### src/rtl/cpu_ctrl_pkg.sv
// Shared definitions for the CPU control slice: sequencer state encodings.
package cpu_ctrl_pkg;

    localparam int unsigned SEQ_STATE_W = 3;

    typedef enum logic [SEQ_STATE_W-1:0] {
        IDLE   = 3'd0,
        FETCH  = 3'd1,
        DECODE = 3'd2,
        EXEC   = 3'd3,
        MEM    = 3'd4,
        WB     = 3'd5,
        HALT   = 3'd6
    } seq_state_t;

endpackage

### src/rtl/cpu_seq_ctrl_if.sv
// Instruction/data memory request-acknowledge bus between sequencer and memories.
interface cpu_seq_ctrl_if #(
    parameter int unsigned BITS = 32
);
    logic            imem_req;
    logic            imem_ack;
    logic [BITS-1:0] imem_rdata;
    logic            dmem_req;
    logic            dmem_we;
    logic            dmem_ack;

    modport master (
        output imem_req, dmem_req, dmem_we,
        input  imem_ack, imem_rdata, dmem_ack
    );

    modport slave (
        input  imem_req, dmem_req, dmem_we,
        output imem_ack, imem_rdata, dmem_ack
    );
endinterface

### src/rtl/cpu_seq_ctrl.sv
// Multi-cycle FETCH/DECODE/EXEC/MEM/WB sequencer with instruction register
// and retired-instruction counter.
module cpu_seq_ctrl
    import cpu_ctrl_pkg::*;
#(
    parameter int unsigned BITS = 32
) (
    input  logic                   clk,
    input  logic                   rst_,
    input  logic                   run,
    cpu_seq_ctrl_if.master         bus,
    output logic [BITS-1:0]        instr,
    input  logic                   mem_rd,
    input  logic                   mem_wr,
    input  logic                   reg_wr,
    input  logic                   halt_instr,
    output logic                   rf_we,
    output logic                   load_instr,
    output logic                   halted,
    output logic [SEQ_STATE_W-1:0] state,
    output logic [BITS-1:0]        retired
);

    seq_state_t      state_q;
    seq_state_t      state_d;
    logic [BITS-1:0] instr_q;
    logic [BITS-1:0] retired_q;

    // Next-state selection; the unused encoding 7 falls back to IDLE.
    always_comb begin
        state_d = state_q;
        unique case (state_q)
            IDLE:    if (run) state_d = FETCH;
            FETCH:   if (bus.imem_ack) state_d = DECODE;
            DECODE:  state_d = halt_instr ? HALT : EXEC;
            EXEC:    state_d = (mem_rd || mem_wr) ? MEM : WB;
            MEM:     if (bus.dmem_ack) state_d = WB;
            WB:      state_d = FETCH;
            HALT:    if (run) state_d = FETCH;
            default: state_d = IDLE;
        endcase
    end

    // Output decode from the current state and the instruction decode bits.
    always_comb begin
        bus.imem_req = (state_q == FETCH);
        bus.dmem_req = (state_q == MEM);
        bus.dmem_we  = (state_q == MEM) && mem_wr;
        rf_we        = (state_q == WB) && reg_wr;
        halted       = (state_q == HALT);
        load_instr   = (state_q == WB) || ((state_q == HALT) && run);
    end

    // State register, instruction capture on fetch ack, retire counter.
    always_ff @(posedge clk or negedge rst_) begin
        if (!rst_) begin
            state_q   <= IDLE;
            instr_q   <= '0;
            retired_q <= '0;
        end else begin
            state_q <= state_d;
            if ((state_q == FETCH) && bus.imem_ack) begin
                instr_q <= bus.imem_rdata;
            end
            if (load_instr) begin
                retired_q <= retired_q + 1'b1;
            end
        end
    end

    assign instr   = instr_q;
    assign retired = retired_q;
    assign state   = state_q;

endmodule

### src/flat_wrapper.sv
// flat-port wrapper written by rule: the top's interface ports become plain ports
module cpu_seq_ctrl_flat import cpu_ctrl_pkg::*;
#(
    parameter int unsigned BITS = 32
)
  (clk, rst_, run, instr, mem_rd, mem_wr, reg_wr, halt_instr, rf_we, load_instr, halted, state, retired, bus_imem_req, bus_dmem_req, bus_dmem_we, bus_imem_ack, bus_imem_rdata, bus_dmem_ack);
  cpu_seq_ctrl_if #(.BITS(BITS)) bus_i ();
  input  logic clk;
  input  logic rst_;
  input  logic run;
  output logic [BITS-1:0] instr;
  input  logic mem_rd;
  input  logic mem_wr;
  input  logic reg_wr;
  input  logic halt_instr;
  output logic rf_we;
  output logic load_instr;
  output logic halted;
  output logic [SEQ_STATE_W-1:0] state;
  output logic [BITS-1:0] retired;
  output wire logic [$bits(bus_i.imem_req)-1:0] bus_imem_req;
  output wire logic [$bits(bus_i.dmem_req)-1:0] bus_dmem_req;
  output wire logic [$bits(bus_i.dmem_we)-1:0] bus_dmem_we;
  input wire logic [$bits(bus_i.imem_ack)-1:0] bus_imem_ack;
  input wire logic [$bits(bus_i.imem_rdata)-1:0] bus_imem_rdata;
  input wire logic [$bits(bus_i.dmem_ack)-1:0] bus_dmem_ack;
  assign bus_imem_req = bus_i.imem_req;
  assign bus_dmem_req = bus_i.dmem_req;
  assign bus_dmem_we = bus_i.dmem_we;
  assign bus_i.imem_ack = bus_imem_ack;
  assign bus_i.imem_rdata = bus_imem_rdata;
  assign bus_i.dmem_ack = bus_dmem_ack;
  cpu_seq_ctrl #(.BITS(BITS)) u_core (.clk(clk), .rst_(rst_), .run(run), .bus(bus_i), .instr(instr), .mem_rd(mem_rd), .mem_wr(mem_wr), .reg_wr(reg_wr), .halt_instr(halt_instr), .rf_we(rf_we), .load_instr(load_instr), .halted(halted), .state(state), .retired(retired));
endmodule
### config.mk
export PLATFORM = sky130hd
export DESIGN_NAME = cpu_seq_ctrl_flat
export DESIGN_NICKNAME = d
export VERILOG_FILES = /design/src/rtl/cpu_ctrl_pkg.sv /design/src/rtl/cpu_seq_ctrl_if.sv /design/src/rtl/cpu_seq_ctrl.sv /design/src/flat_wrapper.sv
export SDC_FILE = /design/constraint.sdc
export NUM_CORES = 1
export LEC_CHECK = 0
export ABC_AREA = 1
export CORE_UTILIZATION = 38
export CTS_CLUSTER_SIZE = 8
export DETAILED_ROUTE_END_ITERATION = 10
export DONT_BUFFER_PORTS = 1
export PLACE_DENSITY = 0.48
export SLEW_MARGIN = 10
export SYNTH_ARGS = -nofsm -noshare
export SYNTH_HDL_FRONTEND = slang
export SYNTH_SLANG_ARGS = --single-unit
### constraint.sdc
create_clock -name clk -period 3.3 [get_ports clk]
set_input_delay 0.165 -clock clk [delete_from_list [all_inputs] [get_ports clk]]
set_output_delay 0.165 -clock clk [all_outputs]
set_load 0.02 [all_outputs]
## After elaboration in Yosys (flattened, before gate mapping)

Index checks and enable logic that the tools add are counted.

- Memory bits (writable): 0
- Input bits: 41
- Register bits: 67
- ROM bits: 0
- Word-level logic and storage cells: 28
- Memories kept: 0
- Bits in latches: 0
- Output and inout port bits: 73

- $add $sub $neg: 1
- Bitwise operators: 0
- $lt $le $gt $ge: 0
- Reduce and logical (&&, ||, !) cells: 9
- Multipliers: 0
- Shift operators: 0
- Muxes and demuxes: 6
- Equal/unequal tests: 9
- Divide/modulo/power cells: 0

Operator list:

| operator | number |
|---|---|
| $add A32 B1 Y32 const B | 1 |
| $pmux W3 S6 | 1 |
| $mux W3 | 4 |
| $eq A3 B3 Y1 const B | 3 |
| $eq A3 B2 Y1 const B | 2 |
| $ne A2 B1 Y1 const B | 3 |
| $logic_and A1 B1 Y1 | 4 |
| $eq A3 B1 Y1 const B | 1 |
| $logic_not A3 Y1 | 1 |
| $reduce_and A3 Y1 | 1 |
| $logic_or A1 B1 Y1 | 2 |
| $reduce_or A2 Y1 | 1 |
| $mux W1 | 1 |

## Depth between registers and ports, before layout

- Depth in word-level cells: 4
- Gate-level depth with buffers: 9
- Gate-level depth less buffers: 9

## Least setup slack after synthesis

No wires, ideal clock.

- Path type: register -> register
- Start: register u_core.retired_q[0] (netlist: u_core.retired[0])
- End: register u_core.retired_q[22] (netlist: u_core.retired[22])
- Clock period less this slack: 1,562 ps
- Setup time: 123 ps
- Cell stages (with the launch flop): 9
- Required time: 3,177 ps
- Data arrival time: 1,439 ps
- Slack: 1,738 ps
- Buffers on the path: 0
- Cells stage by stage: dfrtp_1 ha_1 nand2_1 nor2_1 nand2_1 nor2_1 nand2_1 o21ai_0 nand2_1

- Longest elaborated chain between the ends: 1

RTL lines:

| element | RTL line | source |
|---|---|---|
| start: declaration | cpu_seq_ctrl.sv:27 | `logic [BITS-1:0] retired_q;` |
| start signal: assignment | cpu_seq_ctrl.sv:66 | `retired_q <= retired_q + 1'b1;` |
| $add A32 B1 Y32 | cpu_seq_ctrl.sv:66 |  |

Every way passes these cells.
A chain may end at the register's enable or synchronous reset.

## Worst setup path in the final report

- Start: register u_core.state_q[1] (netlist: u_core.state[1])
- End: register u_core.instr_q[7] (netlist: u_core.instr[7])

- Longest elaborated chain between the ends: 2

RTL lines:

| element | RTL line | source |
|---|---|---|
| start: declaration | cpu_seq_ctrl.sv:24 | `seq_state_t state_q;` |
| start signal: assignment | cpu_seq_ctrl.sv:61 | `state_q <= state_d;` |
| $eq A3 B1 Y1 | cpu_seq_ctrl.sv:62 | `if ((state_q == FETCH) && bus.imem_ack) begin` |
| $logic_and A1 B1 Y1 | cpu_seq_ctrl.sv:62 |  |
| end signal: assignment | cpu_seq_ctrl.sv:63 | `instr_q <= bus.imem_rdata;` |
| end: declaration | cpu_seq_ctrl.sv:26 | `logic [BITS-1:0] instr_q;` |

Every way passes these cells.

==> out/results.tsv <==
metric	value	unit
status	finished, final reports clean	
cts_tree	built	
antenna_found_initial	0	
track_usage	20.8	%
drtPass1Iterations	4	
cts_root_buffer	clkbuf_8	
globalplace.congestion	0.833	
syn-cell-area	0.00328	mm^2
cp_max_fo	34	
diodes	0	
clk_pin_slew	0.08	ns
fin_worst_skew	0.0100	ns
grt_pass1_wl	14400	um
fin_setup_tns	0	ns
start_util	39.5	%
postCtsSetupRepairBufs	0	
dp.cells	513	
cts_resized	0	
instances_no_fill	596	
hp-class	in2reg	
synthDistinctLibCells	25	
fp.dieH	94.8	um
synth_fp_nets	462	
ys_seq_area_share	51.2	%
cp.arrival	2.40	ns
cts_buffers	9	
ys_warn_count	0	
crit_type	reg2reg	
numPortBuffers	0	
synth_cells	420	
grt-ovfl-total	0	
grt_max_degree	68	
top_level_ports	114	
dp_hpwl	5550	um
htreeDepth	3	
drt_iter0_drc	87	
cp-end-kind	flip-flop	
fin_crit_sh	64.3	%
ys_seq_elements	67	
clock_latency	0.34	ns
worst-slew-pin-transition	1.09	ns
wl_per_cell	14.6	um
syn_to_final_growth	30.6	%
cts.path.max_buffers	2	
nets	528	
p_per_area	704	mW/mm^2
crit_required	3.58	ns
via_count	2956	
critPathLaunchType	flip-flop	
wl	8730	um
leakage	1.90	nW
slew_viol_final	0	
finalHoldViolations	0	
setup_viol	0	
rsz0062_at_grt	false	
final_antenna_net_count	0	
coreArea	0.00830	mm^2
slew_headroom	26.9	%
hold_buffers	67	
peakVddDrop	0.000413	V
syn_area_per_cell	7.80	um^2
cts_sinks	67	
routed_via_density	4.96	
drcViolationCount	0	
grt_pass1_vias	2987	
final_layout_size_suffix_gt1_share	5.70	%
std_cell_rows	33	
fmax	471	MHz
n_fill_cell	780	
fin_crit	2.12	ns
maxCapViolCount	0	
design.die.area	0.00900	mm^2
fp.dieW	94.8	um
## state kept, by name, summed over array words and instances (netlist names)
register,cells
u_core.instr,32
u_core.retired,32
u_core.state,3
## per-stage QoR
step           cell area [um^2]  hold slack, ns  setup WS (ns)  utilization, %  power (mW)
2_1_floorplan              3280          -0.131           1.74               -        1.97
3_3_place_gp               3350          -0.129           1.35            40.4        2.08
3_5_place_dp               3350          -0.128           1.33            40.4        2.10
4_1_cts                    4280          0.0960           1.25            51.5        3.03
5_1_grt                    4280           0.124           1.07            51.5        3.21
6_report                   4280           0.109           1.18            51.5        3.01
## worst max-delay path, stage by stage (launching register included)
cell	delay, ns
dfrtp_1	0.57
nor3_4	0.26
buf_4	0.38
nand3_1	0.15
dlygate4sd3_1	0.60
nand2_1	0.08
## power by group
part | leakage [nW] | total [mW] | switching (mW) | internal (mW)
clock network | 0.116 | 0.803 | 0.333 | 0.469
registers | 0.852 | 1.54 | 0.494 | 1.04
logic | 0.927 | 0.674 | 0.408 | 0.265
total | 1.90 | 3.01 | 1.24 | 1.78
## layout by cell type, fill, tap and decap left out
cell,n
a21oi_1,1
and2_1,1
buf_16,1
buf_4,1
bufinv_16,2
clkbuf_8,11
clkinv_4,2
clkinvlp_4,1
dfrtp_1,67
dlygate4sd3_1,66
ha_1,1
inv_1,24
inv_2,3
inv_4,1
nand2_1,164
nand2_2,1
nand3_1,51
nand3b_1,7
nand4_1,9
nor2_1,45
nor2_2,1
nor2_4,3
nor3_1,1
nor3_4,1
o21ai_0,9
o21ai_1,1
o31ai_1,1
xnor2_1,8
xor2_1,7
## per-layer routing
metal | wire length, um | part of all wire (%) | global-route usage (%)
met5 | 0 | 0 | 0
met3 | 600 | 6.9 | 7.33
met2 | 4320 | 49 | 35.3
met1 | 3620 | 41 | 24.6
met4 | 193 | 2.2 | 6.57
## cells by family after synthesis
group / after synthesis / synth area share (%)
adder cells (fa/ha/maj): 1 / 0.382
AO/OA/AOI/OAI: 12 / 1.91
buffers and inverters: 41 / 5.20
XOR/XNOR: 15 / 4.01
flip-flops: 67 / 51.2
AND/OR/NAND/NOR: 284 / 37.3
## synthesized netlist by cell type
master	instances	area share, %
nor2_4	3	1.0
nor3_1	1	0.15
nand2_2	1	0.19
dfrtp_1	67	51
inv_4	1	0.19
nand4_1	9	1.7
nor2_2	1	0.19
nand3b_1	7	1.6
o21ai_0	9	1.4
xnor2_1	8	2.1
o31ai_1	1	0.23
nor3_4	1	0.50
nand2_1	164	19
xor2_1	7	1.9
o21ai_1	1	0.15
a21oi_1	1	0.15
inv_2	3	0.34
inv_1	24	2.8
buf_2	8	1.2
nand3_1	51	7.8
clkbuf_1	4	0.46
ha_1	1	0.38
buf_4	1	0.23
and2_1	1	0.19
nor2_1	45	5.2
## cell type report
type / count / area, um^2 / area share [%]
Sequential cell: 67 / 1680 / 39.2
Multi-Input combinational cell: 312 / 1430 / 33.4
Timing Repair Buffer: 68 / 696 / 16.3
Clock buffer: 11 / 151 / 3.54
Tap cell: 105 / 131 / 3.07
Inverter: 28 / 108 / 2.52
Clock inverter: 5 / 85.1 / 1.99
## path summary, 6_finish.rpt
kind                                       start                  to  slack (ns)  depth (start not counted)
worst max-delay path             u_core.state[1]     u_core.instr[7]        1.18                          5
worst min-delay path                         run     u_core.state[2]        0.11                          4
worst max register to register   u_core.state[1]     u_core.instr[7]        1.18                          5
worst min register to register  u_core.instr[19]    u_core.instr[19]        0.62                          2
max in group asynchronous                   rst_  u_core.retired[23]        2.64                          2
min in group asynchronous                   rst_   u_core.retired[3]        0.39                          2
(Power assumes the default switching activity.)
